**src/rtl/pixel_packer_pkg.sv**
```systemverilog
// Shared widths, beat record and keep-mask helper for the pixel packer.
// Latency: n/a (types and constants only).
// Backpressure: n/a.
package pixel_packer_pkg;

    localparam int BYTES_PER_WORD = 4;
    localparam int PIXEL_W        = 8;
    localparam int WORD_W         = 32;
    localparam int LANE_W         = $clog2(BYTES_PER_WORD);

    // One output beat as presented on the master side.
    typedef struct packed {
        logic [WORD_W-1:0]         data;
        logic [BYTES_PER_WORD-1:0] keep;
        logic                      last;
        logic                      user;
    } beat_t;

    // Lanes 0..lane are enabled; everything above is padding.
    function automatic logic [BYTES_PER_WORD-1:0] keep_mask(input logic [LANE_W-1:0] lane);
        logic [BYTES_PER_WORD-1:0] mask;
        mask = '0;
        for (int i = 0; i < BYTES_PER_WORD; i++) begin
            if (i <= int'(lane)) mask[i] = 1'b1;
        end
        return mask;
    endfunction

endpackage

```
**src/rtl/pixel_packer_out_reg.sv**
```systemverilog
// Output beat register: loads a finished word, holds it until the master accepts it.
// Latency: 1 cycle from load to valid; frame_done is combinational on the handshake.
// Backpressure: contents frozen while valid && !out_ready; load with retire replaces with no bubble.
module pixel_packer_out_reg
    import pixel_packer_pkg::*;
(
    input  logic  clk,
    input  logic  rst_n,
    input  logic  load,
    input  beat_t beat_in,
    input  logic  out_ready,
    output logic  out_valid,
    output beat_t beat_out,
    output logic  frame_done
);

    // Load wins over retire so a same-cycle refill keeps valid high.
    always_ff @(posedge clk or negedge rst_n) begin
        if (!rst_n) begin
            out_valid <= 1'b0;
            beat_out  <= '0;
        end else if (load) begin
            out_valid <= 1'b1;
            beat_out  <= beat_in;
        end else if (out_valid && out_ready) begin
            out_valid <= 1'b0;
        end
    end

    // Frame end is signalled in the cycle the last beat is taken.
    always_comb begin
        frame_done = out_valid && out_ready && beat_out.last;
    end

endmodule

```
**src/rtl/axis_pixel_packer.sv**
```systemverilog
// Packs an 8-bit pixel stream into 32-bit beats with frame last/keep (optional SOF user bit: PIXEL_PACKER_SOF_EN).
// Latency: completing pixel accepted at edge N is presented as a valid beat after edge N.
// Backpressure: only the word-completing pixel stalls while an unaccepted beat is held.
module axis_pixel_packer
    import pixel_packer_pkg::*;
#(
    parameter int IMG_WIDTH  = 512,
    parameter int IMG_HEIGHT = 512
) (
    input  logic                      axi_clk,
    input  logic                      axi_reset_n,
    input  logic                      i_data_valid,
    input  logic [PIXEL_W-1:0]        i_data,
    output logic                      o_data_ready,
    output logic                      o_data_valid,
    output logic [WORD_W-1:0]         o_data,
    output logic [BYTES_PER_WORD-1:0] o_data_keep,
    output logic                      o_data_last,
`ifdef PIXEL_PACKER_SOF_EN
    output logic                      o_data_user,
`endif
    input  logic                      i_data_ready,
    output logic                      o_frame_done
);

    localparam int FRAME_PIXELS = IMG_WIDTH * IMG_HEIGHT;
    localparam int CNT_W        = (FRAME_PIXELS > 1) ? $clog2(FRAME_PIXELS) : 1;

    logic [LANE_W-1:0]                      byte_idx;
    logic [CNT_W-1:0]                       pix_cnt;
    logic [BYTES_PER_WORD-1:0][PIXEL_W-1:0] held;
    logic                                   pix_last;
    logic                                   completing;
    logic                                   accept;
    beat_t                                  beat_in;
    beat_t                                  beat_q;

    // Completion and handshake decode from the current accumulator position.
    always_comb begin
        pix_last     = (pix_cnt == CNT_W'(FRAME_PIXELS - 1));
        completing   = (byte_idx == LANE_W'(BYTES_PER_WORD - 1)) || pix_last;
        o_data_ready = axi_reset_n && (!completing || !o_data_valid || i_data_ready);
        accept       = i_data_valid && o_data_ready;
    end

    // Assemble the candidate beat: held lanes below byte_idx, live pixel at byte_idx, zero above.
    always_comb begin
        beat_in = '0;
        for (int i = 0; i < BYTES_PER_WORD; i++) begin
            if (i == int'(byte_idx)) begin
                beat_in.data[i*PIXEL_W +: PIXEL_W] = i_data;
            end else if (i < int'(byte_idx)) begin
                beat_in.data[i*PIXEL_W +: PIXEL_W] = held[i];
            end
        end
        beat_in.keep = keep_mask(byte_idx);
        beat_in.last = pix_last;
`ifdef PIXEL_PACKER_SOF_EN
        // Words are frame aligned, so the word holds pixel 0 exactly when pix_cnt equals the lane.
        beat_in.user = (pix_cnt == CNT_W'(byte_idx));
`else
        beat_in.user = 1'b0;
`endif
    end

    // Accumulator and frame pixel counter advance on every accepted pixel.
    always_ff @(posedge axi_clk or negedge axi_reset_n) begin
        if (!axi_reset_n) begin
            byte_idx <= '0;
            pix_cnt  <= '0;
            held     <= '0;
        end else if (accept) begin
            held[byte_idx] <= i_data;
            byte_idx       <= completing ? '0 : byte_idx + LANE_W'(1);
            pix_cnt        <= pix_last ? '0 : pix_cnt + CNT_W'(1);
        end
    end

    pixel_packer_out_reg u_out_reg (
        .clk        (axi_clk),
        .rst_n      (axi_reset_n),
        .load       (accept && completing),
        .beat_in    (beat_in),
        .out_ready  (i_data_ready),
        .out_valid  (o_data_valid),
        .beat_out   (beat_q),
        .frame_done (o_frame_done)
    );

    // Unpack the registered beat onto the master ports.
    always_comb begin
        o_data      = beat_q.data;
        o_data_keep = beat_q.keep;
        o_data_last = beat_q.last;
    end

`ifdef PIXEL_PACKER_SOF_EN
    assign o_data_user = beat_q.user;
`else
    logic unused_user;
    assign unused_user = beat_q.user;
`endif

endmodule

```
**config.mk**
```make
export PLATFORM = sky130hd
export DESIGN_NAME = axis_pixel_packer
export DESIGN_NICKNAME = d
export VERILOG_FILES = /design/src/rtl/pixel_packer_pkg.sv /design/src/rtl/pixel_packer_out_reg.sv /design/src/rtl/axis_pixel_packer.sv
export SDC_FILE = /design/constraint.sdc
export NUM_CORES = 1
export LEC_CHECK = 0
export ABC_AREA = 1
export CAP_MARGIN = 20
export CORE_MARGIN = 2
export CORE_UTILIZATION = 45
export CTS_CLUSTER_SIZE = 16
export DETAILED_ROUTE_END_ITERATION = 16
export GPL_TIMING_DRIVEN = 0
export PLACE_DENSITY = 0.64
export SYNTH_ARGS = -nofsm -noshare
export SYNTH_HDL_FRONTEND = slang
export SYNTH_SLANG_ARGS = --single-unit
```
**constraint.sdc**
```tcl
create_clock -name axi_clk -period 2.75 [get_ports axi_clk]
set_input_delay 0.55 -clock axi_clk [delete_from_list [all_inputs] [get_ports axi_clk]]
set_output_delay 0.55 -clock axi_clk [all_outputs]
set_load 0.1 [all_outputs]
```
# == Yosys cells after proc, flatten, opt, wreduce, memory -nomap -nowiden ==
# Index checks and enable logic that the tools add are counted.
# totals
reg_bits,90
in_bits,12
out_inout_bits,40
elab_cells,55
# classes
n_addsub,2
n_lt_le_gt_ge,8
eq_ne,5
muxes,17
n_reduce_logical,13
# ops
cell,count
8-bit two-way mux,8
32-bit bitwise mux,1
"18-bit by 1-bit adder with 18-bit output, second input constant",1
"18-bit == test, second input constant",1
18-bit two-way mux,1
8-bit demux with 2-bit select,1
1-bit logical AND,6
1-bit two-way mux,5
"2-bit == test, first input constant",2
"2-bit <= comparator, first input constant",2
"1-bit by 2-bit less-than comparator with 1-bit output, first input constant",2
1-bit logical OR,3
"2-bit by 3-bit less-than comparator with 1-bit output, second input constant",1
"2-bit by 1-bit adder with 2-bit output, second input constant",1
"1-bit by 2-bit == test with 1-bit output, first input constant",1
"2-bit == test, second input constant",1
"2-bit by 1-bit >= comparator with 1-bit output, second input constant",1
"1-bit by 2-bit <= comparator with 1-bit output, first input constant",1
1-bit zero test,2
2-bit zero test,1
"2-bit less-than comparator, first input constant",1
2-bit two-way mux,1
2-bit nonzero test,1

# == Logic depth before layout (Yosys ltp) ==
# depth
depth_word,9
ltp_mapped,10
depth_no_buf,9

# == Modules after synthesis ==
# From an unflattened synthesis, not the netlist that was laid out.
# hier_totals
hier_cells,537
area_unflattened_um2,4262.8
# modules_own_cells
module,instances,cells_each,area_each_um2,seq_area_each_um2
axis_pixel_packer,1,369,2776.4,1101.1
pixel_packer_out_reg,1,168,1486.4,975.9

# == Least setup slack after synthesis ==
# Ideal clock, no wire load.
# synth_timing
path_kind,register to output
from,register u_out_reg.out_valid
to,output o_frame_done
arrival_ps,1833
required_ps,2200
slack_ps,367
path_stages_with_launch,2
path_buffers,0
cell_sequence,dfrtp_1 > and3_1
# synth_via
elab_chain_cells,2
# synth_lines
item,line,rtl
from (decl),pixel_packer_out_reg.sv:12,"output logic out_valid,"
from (signal assigned),pixel_packer_out_reg.sv:20,out_valid <= 1'b0;
from (signal assigned),pixel_packer_out_reg.sv:23,out_valid <= 1'b1;
from (signal assigned),pixel_packer_out_reg.sv:26,out_valid <= 1'b0;
1-bit logical AND (2 in series),pixel_packer_out_reg.sv:32,frame_done = out_valid && out_ready && beat_out.last;
to (decl),axis_pixel_packer.sv:23,output logic o_frame_done
# No other way between the ends.

# == Final worst setup path ==
# layout_timing
from,register pix_cnt[0]
to,output o_data_ready
# layout_via
elab_chain_cells,6
# layout_lines
item,line,rtl
from (decl),axis_pixel_packer.sv:30,logic [CNT_W-1:0] pix_cnt;
from (signal assigned),axis_pixel_packer.sv:75,pix_cnt <= pix_last ? '0 : pix_cnt + CNT_W'(1);
18-bit == test,axis_pixel_packer.sv:40,pix_last = (pix_cnt == CNT_W'(FRAME_PIXELS - 1));
1-bit logical OR,axis_pixel_packer.sv:41,completing = (byte_idx == LANE_W'(BYTES_PER_WORD - 1)) || pix_last;
1-bit zero test,axis_pixel_packer.sv:42,o_data_ready = axi_reset_n && (!completing || !o_data_valid || i_data_ready);
1-bit logical OR (2 in series),axis_pixel_packer.sv:42,
1-bit logical AND,axis_pixel_packer.sv:42,
to (decl),axis_pixel_packer.sv:14,"output logic o_data_ready,"
# No other way between the ends.

==> flow_summary.html <==
<table>
<tr><th>Metric</th><th>Value</th></tr>
<tr><th colspan="2">Yosys</th></tr>
<tr><td>Post-synthesis share of cell area spent on xor and xnor gates</td><td>0.0328</td></tr>
<tr><td>Fraction of synthesized area in multiplexers</td><td>0.0200</td></tr>
<tr><td>Mean instance size in the synthesized netlist</td><td>9.14 um2</td></tr>
<tr><td>Gate count after technology mapping</td><td>438</td></tr>
<tr><td>Adder-cell share of the synthesized area</td><td>0.0187</td></tr>
<tr><td>Library cells used by synthesis</td><td>28</td></tr>
<tr><td>Number of storage elements in the synthesis netlist</td><td>82</td></tr>
<tr><td>Compound-gate portion of the synthesized area</td><td>0.129</td></tr>
<tr><td>Yosys warnings</td><td>0</td></tr>
<tr><td>Simple-Gate Fraction of Synth Area</td><td>0.236</td></tr>
<tr><td>Netlist Area Pre-Place</td><td>0.00401 mm2</td></tr>
<tr><td>Sequential share of the synthesized area</td><td>0.512</td></tr>
<tr><td>Post-synth net total</td><td>456</td></tr>
<tr><td>Largest family of logic cells by synthesized area</td><td>simple AND/OR/NAND/NOR gates</td></tr>
<tr><th colspan="2">Clock tree</th></tr>
<tr><td>CTS tree</td><td>built</td></tr>
<tr><td>Number of buffers inserted during clock tree synthesis</td><td>9</td></tr>
<tr><td>Clock transition at the registers of the reported paths</td><td>0.08 ns</td></tr>
<tr><td>Maximum clock insertion buffer count</td><td>2</td></tr>
<tr><td>CTS root buf</td><td>sky130_fd_sc_hd__clkbuf_8</td></tr>
<tr><td>CTS H-tree depth</td><td>3</td></tr>
<tr><td>Hold_buf cts</td><td>0</td></tr>
<tr><td>Clock latency at the later pin of the worst-skew pair</td><td>0.35 ns</td></tr>
<tr><td>Number of sinks handled by clock tree synthesis</td><td>82</td></tr>
<tr><th colspan="2">Placement</th></tr>
<tr><td>Area of placed instances</td><td>0.00468 mm2</td></tr>
<tr><td>Input/output buffers</td><td>51</td></tr>
<tr><td>Placed cell count</td><td>598</td></tr>
<tr><td>Placed wire-length estimate</td><td>6690 um</td></tr>
<tr><td>Final weighted congestion in routability-driven placement</td><td>0.846</td></tr>
<tr><th colspan="2">Pwr</th></tr>
<tr><td>Peak supply drop</td><td>469 uV</td></tr>
<tr><td>Static leakage power</td><td>0.00220 uW</td></tr>
<tr><td>Pwr/cell area</td><td>1190 mW/mm2</td></tr>
<tr><td>Share of total power in sequential cells</td><td>0.329</td></tr>
<tr><td>Cell internal pwr</td><td>2940 uW</td></tr>
<tr><td>Switching Fraction</td><td>0.495</td></tr>
<tr><td>Logic pwr share</td><td>0.506</td></tr>
<tr><td>Clock power share</td><td>0.165</td></tr>
<tr><td>Net switching power</td><td>2880 uW</td></tr>
<tr><th colspan="2">GRT</th></tr>
<tr><td>Pin count of the biggest net entering global routing</td><td>68</td></tr>
<tr><td>Global router's overall resource usage</td><td>0.202</td></tr>
<tr><td>GR Overflow Total</td><td>0</td></tr>
<tr><td>Initial antenna violation count</td><td>0</td></tr>
<tr><td>Vias in the first global route</td><td>3178</td></tr>
<tr><td>First-pass GRT wire length</td><td>15800 um</td></tr>
<tr><th colspan="2">Worst setup path</th></tr>
<tr><td>Critical path buffers and inverters</td><td>2</td></tr>
<tr><td>Data arrival time of the worst path</td><td>2.06 ns</td></tr>
<tr><td>CP Data Required Time</td><td>2.20 ns</td></tr>
<tr><td>Stage delay of the slowest cell on the critical path</td><td>0.44 ns</td></tr>
<tr><td>Crit path max-delay cell type</td><td>sky130_fd_sc_hd__dfrtp_2</td></tr>
<tr><td>Critical path cell sequence</td><td>ha_1 -&gt; nand2_2 -&gt; nor2_4 -&gt; nand3_1 -&gt; o21bai_4 -&gt; a21oi_4 -&gt; buf_4 -&gt; buf_6</td></tr>
<tr><td>Delay-heaviest family, CP</td><td>flip-flops</td></tr>
<tr><td>Maximum fanout along the worst path</td><td>10</td></tr>
<tr><td>Nature of the critical path startpoint</td><td>flop</td></tr>
<tr><td>Endpoint kind of the worst setup timing path</td><td>output port</td></tr>
<tr><td>Critical path class</td><td>reg -&gt; out</td></tr>
<tr><th colspan="2">Timing</th></tr>
<tr><td>FMAX</td><td>383 MHz</td></tr>
<tr><td>Count of pins over their slew limit</td><td>0</td></tr>
<tr><td>Crit share post-route</td><td>0.948</td></tr>
<tr><td>Final setup violation count</td><td>0</td></tr>
<tr><td>Hold slack final</td><td>0.0890 ns</td></tr>
<tr><td>Remaining max-slew budget at the tightest pin</td><td>0.349</td></tr>
<tr><td>Setup clock skew after layout</td><td>0.0142 ns</td></tr>
<tr><td>Unrepaired setup endpoints after global routing</td><td>false</td></tr>
<tr><td>Crit path time final</td><td>2.61 ns</td></tr>
<tr><td>Measured slew at the worst slew-check pin</td><td>0.974 ns</td></tr>
<tr><td>Number of endpoints with negative hold slack in the final report</td><td>0</td></tr>
<tr><th colspan="2">Drt</th></tr>
<tr><td>Routed Wire Length</td><td>9310 um</td></tr>
<tr><td>Vias post-DR</td><td>3284</td></tr>
<tr><td>Router iterations before antenna repair</td><td>5</td></tr>
<tr><td>Vias per cell</td><td>5.35</td></tr>
<tr><td>DRC viols</td><td>0</td></tr>
<tr><td>DR WL/cell</td><td>15.2 um</td></tr>
<tr><td>Antenna Nets Post-Route</td><td>0</td></tr>
<tr><td>Violation count after the first detailed-routing iteration</td><td>208</td></tr>
<tr><th colspan="2">Die</th></tr>
<tr><td>Effective utilization at floorplan</td><td>0.462</td></tr>
<tr><td>Core region area</td><td>0.00868 mm2</td></tr>
<tr><td>Number of standard-cell rows in the floorplan</td><td>34</td></tr>
<tr><td>Boundary pin count</td><td>52</td></tr>
<tr><td>Full die area</td><td>0.00967 mm2</td></tr>
<tr><td>Die Span Y</td><td>98.3 um</td></tr>
<tr><td>Horizontal extent of the die</td><td>98.3 um</td></tr>
<tr><th colspan="2">Outcome</th></tr>
<tr><td>Result of the run</td><td>finished clean</td></tr>
<tr><th colspan="2">Finish</th></tr>
<tr><td>Post-layout instance area</td><td>0.00491 mm2</td></tr>
<tr><td>Antenna diode count</td><td>0</td></tr>
<tr><td>Final #Nets</td><td>519</td></tr>
<tr><td>Area overhead of the layout relative to synthesis</td><td>22.6%</td></tr>
<tr><td>Non-filler instance count after layout</td><td>614</td></tr>
<tr><td>Proportion of layout cells with a drive suffix above 1</td><td>0.136</td></tr>
<tr><td>Core utilization of the finished layout</td><td>0.566</td></tr>
<tr><th colspan="2">Flow run</th></tr>
<tr><td>Count of maximum capacitance violations</td><td>0</td></tr>
<tr><th colspan="2">Worst hold path</th></tr>
<tr><td>Class of the most critical hold timing path</td><td>in -&gt; async</td></tr>
</table>
[path summary, 6_finish.rpt]
check | start | endpoint | slack, ns | depth (start not counted)
max | pix_cnt[0] | o_data_ready | 0.14 | 8
min | axi_reset_n | u_out_reg.beat_out[2] | 0.09 | 1
max reg2reg | pix_cnt[0] | pix_cnt[16] | 0.78 | 9
min reg2reg | u_out_reg.beat_out[2] | u_out_reg.beat_out[2] | 0.47 | 2
max in group asynchronous | axi_reset_n | held[4] | 2.03 | 2
min in group axi_clk | u_out_reg.beat_out[2] | u_out_reg.beat_out[2] | 0.47 | 2
[cells in the mapped netlist]
master	instances	area share
sky130_fd_sc_hd__nand3_1	9	0.011
sky130_fd_sc_hd__a22oi_1	16	0.030
sky130_fd_sc_hd__nor2_1	22	0.021
sky130_fd_sc_hd__nand3_4	1	0.0044
sky130_fd_sc_hd__nand3b_1	1	0.0019
sky130_fd_sc_hd__dfrtp_1	82	0.51
sky130_fd_sc_hd__nor3_1	1	0.0012
sky130_fd_sc_hd__buf_1	3	0.0028
sky130_fd_sc_hd__nand2_1	154	0.14
sky130_fd_sc_hd__buf_6	7	0.020
sky130_fd_sc_hd__clkbuf_1	7	0.0066
sky130_fd_sc_hd__o21ai_1	10	0.012
sky130_fd_sc_hd__inv_1	12	0.011
sky130_fd_sc_hd__a21oi_2	1	0.0022
sky130_fd_sc_hd__o21ai_2	28	0.061
sky130_fd_sc_hd__o21ai_0	15	0.019
sky130_fd_sc_hd__ha_1	6	0.019
sky130_fd_sc_hd__buf_2	5	0.0062
sky130_fd_sc_hd__nand2_2	2	0.0031
sky130_fd_sc_hd__xnor2_1	9	0.020
sky130_fd_sc_hd__nor2_4	1	0.0028
sky130_fd_sc_hd__nand4_2	1	0.0031
sky130_fd_sc_hd__and3_1	1	0.0016
sky130_fd_sc_hd__nand4_1	27	0.042
sky130_fd_sc_hd__o21bai_4	1	0.0047
sky130_fd_sc_hd__mux2i_1	8	0.020
sky130_fd_sc_hd__buf_4	2	0.0037
sky130_fd_sc_hd__xor2_1	6	0.013
[worst register-to-register path: cells and delay by family (launching register included)]
family	cells	cell delay, ns
buf+inv	1	0.23
compound gates	2	0.34
flops	1	0.41
simple gates	5	0.65
fa+ha+maj	1	0.21
[metal layers]
metal,vias to the layer above,share of wire,track usage
met5,-,0,0
met4,0,0.014,0.0590
met3,12,0.052,0.0315
met2,82,0.48,0.329
met1,1603,0.45,0.281
li1,1587,-,-
[power by group through the flow]
stage / logic (uW) / clock network [uW] / registers [uW]
detailed placement: 2960 / 0 / 1940
global route: 3140 / 1030 / 1980
global placement: 2930 / 0 / 1920
floorplan: 889 / 0 / 3290
finish: 2950 / 960 / 1920
CTS: 2970 / 979 / 1920
[layout by cell type, fill, tap and decap left out, types with 5 or more instances in the layout]
cell	instances
sky130_fd_sc_hd__o21ai_2	28
sky130_fd_sc_hd__xnor2_1	9
sky130_fd_sc_hd__nand2_1	154
sky130_fd_sc_hd__buf_4	5
sky130_fd_sc_hd__inv_1	12
sky130_fd_sc_hd__buf_6	8
sky130_fd_sc_hd__o21ai_1	10
sky130_fd_sc_hd__nor2_1	22
sky130_fd_sc_hd__ha_1	6
sky130_fd_sc_hd__clkdlybuf4s50_1	48
sky130_fd_sc_hd__dfrtp_1	81
sky130_fd_sc_hd__clkbuf_1	7
sky130_fd_sc_hd__nand3_1	9
sky130_fd_sc_hd__nand4_1	27
sky130_fd_sc_hd__o21ai_0	15
sky130_fd_sc_hd__clkbuf_8	10
sky130_fd_sc_hd__mux2i_1	8
sky130_fd_sc_hd__a22oi_1	16
sky130_fd_sc_hd__xor2_1	6
[metrics by stage]
step | setup slack, ns | total power [uW] | TNS (ns)
after floorplan | 0.367 | 4180 | 0
after global placement | -3.96 | 4850 | -367.77
after CTS | 0.0309 | 5870 | 0
final | 0.142 | 5830 | 0
after global routing | 0.0240 | 6150 | 0
after detailed placement | -0.994 | 4900 | -1.09
[area by class of cell]
class	instances	area (um2)
multi-input combinational	320	1760
tap	108	135
timing repair buffer	53	543
inverter	12	45.0
sequential	82	2050
buffer	23	155
clock inverter	5	77.6
clock buffer	11	141
fill	814	3770
[repair_timing]
item	in CTS	in global routing
resized for setup	10	1
setup buffers	1	0
endpoints found under the setup margin	2	1
endpoints found under the hold margin	0	0
pin swaps	1	0
[logic make-up after synthesis]
| kind of cell | after synthesis |
|---|---|
| DFF | 82 |
| and+or+nand+nor | 220 |
| AOI/OAI and AO/OA | 71 |
| muxes | 8 |
| buffers and inverters | 36 |
| adders and majority gates | 6 |
| xor gates and xnor gates | 15 |
[state kept, by name, summed over array words and instances, names as in the netlist]
name / flops
u_out_reg.beat_out: 37
held: 24
pix_cnt: 18
byte_idx: 2
u_out_reg.out_valid: 1
Note: power is estimated with default switching activity, not from simulation.
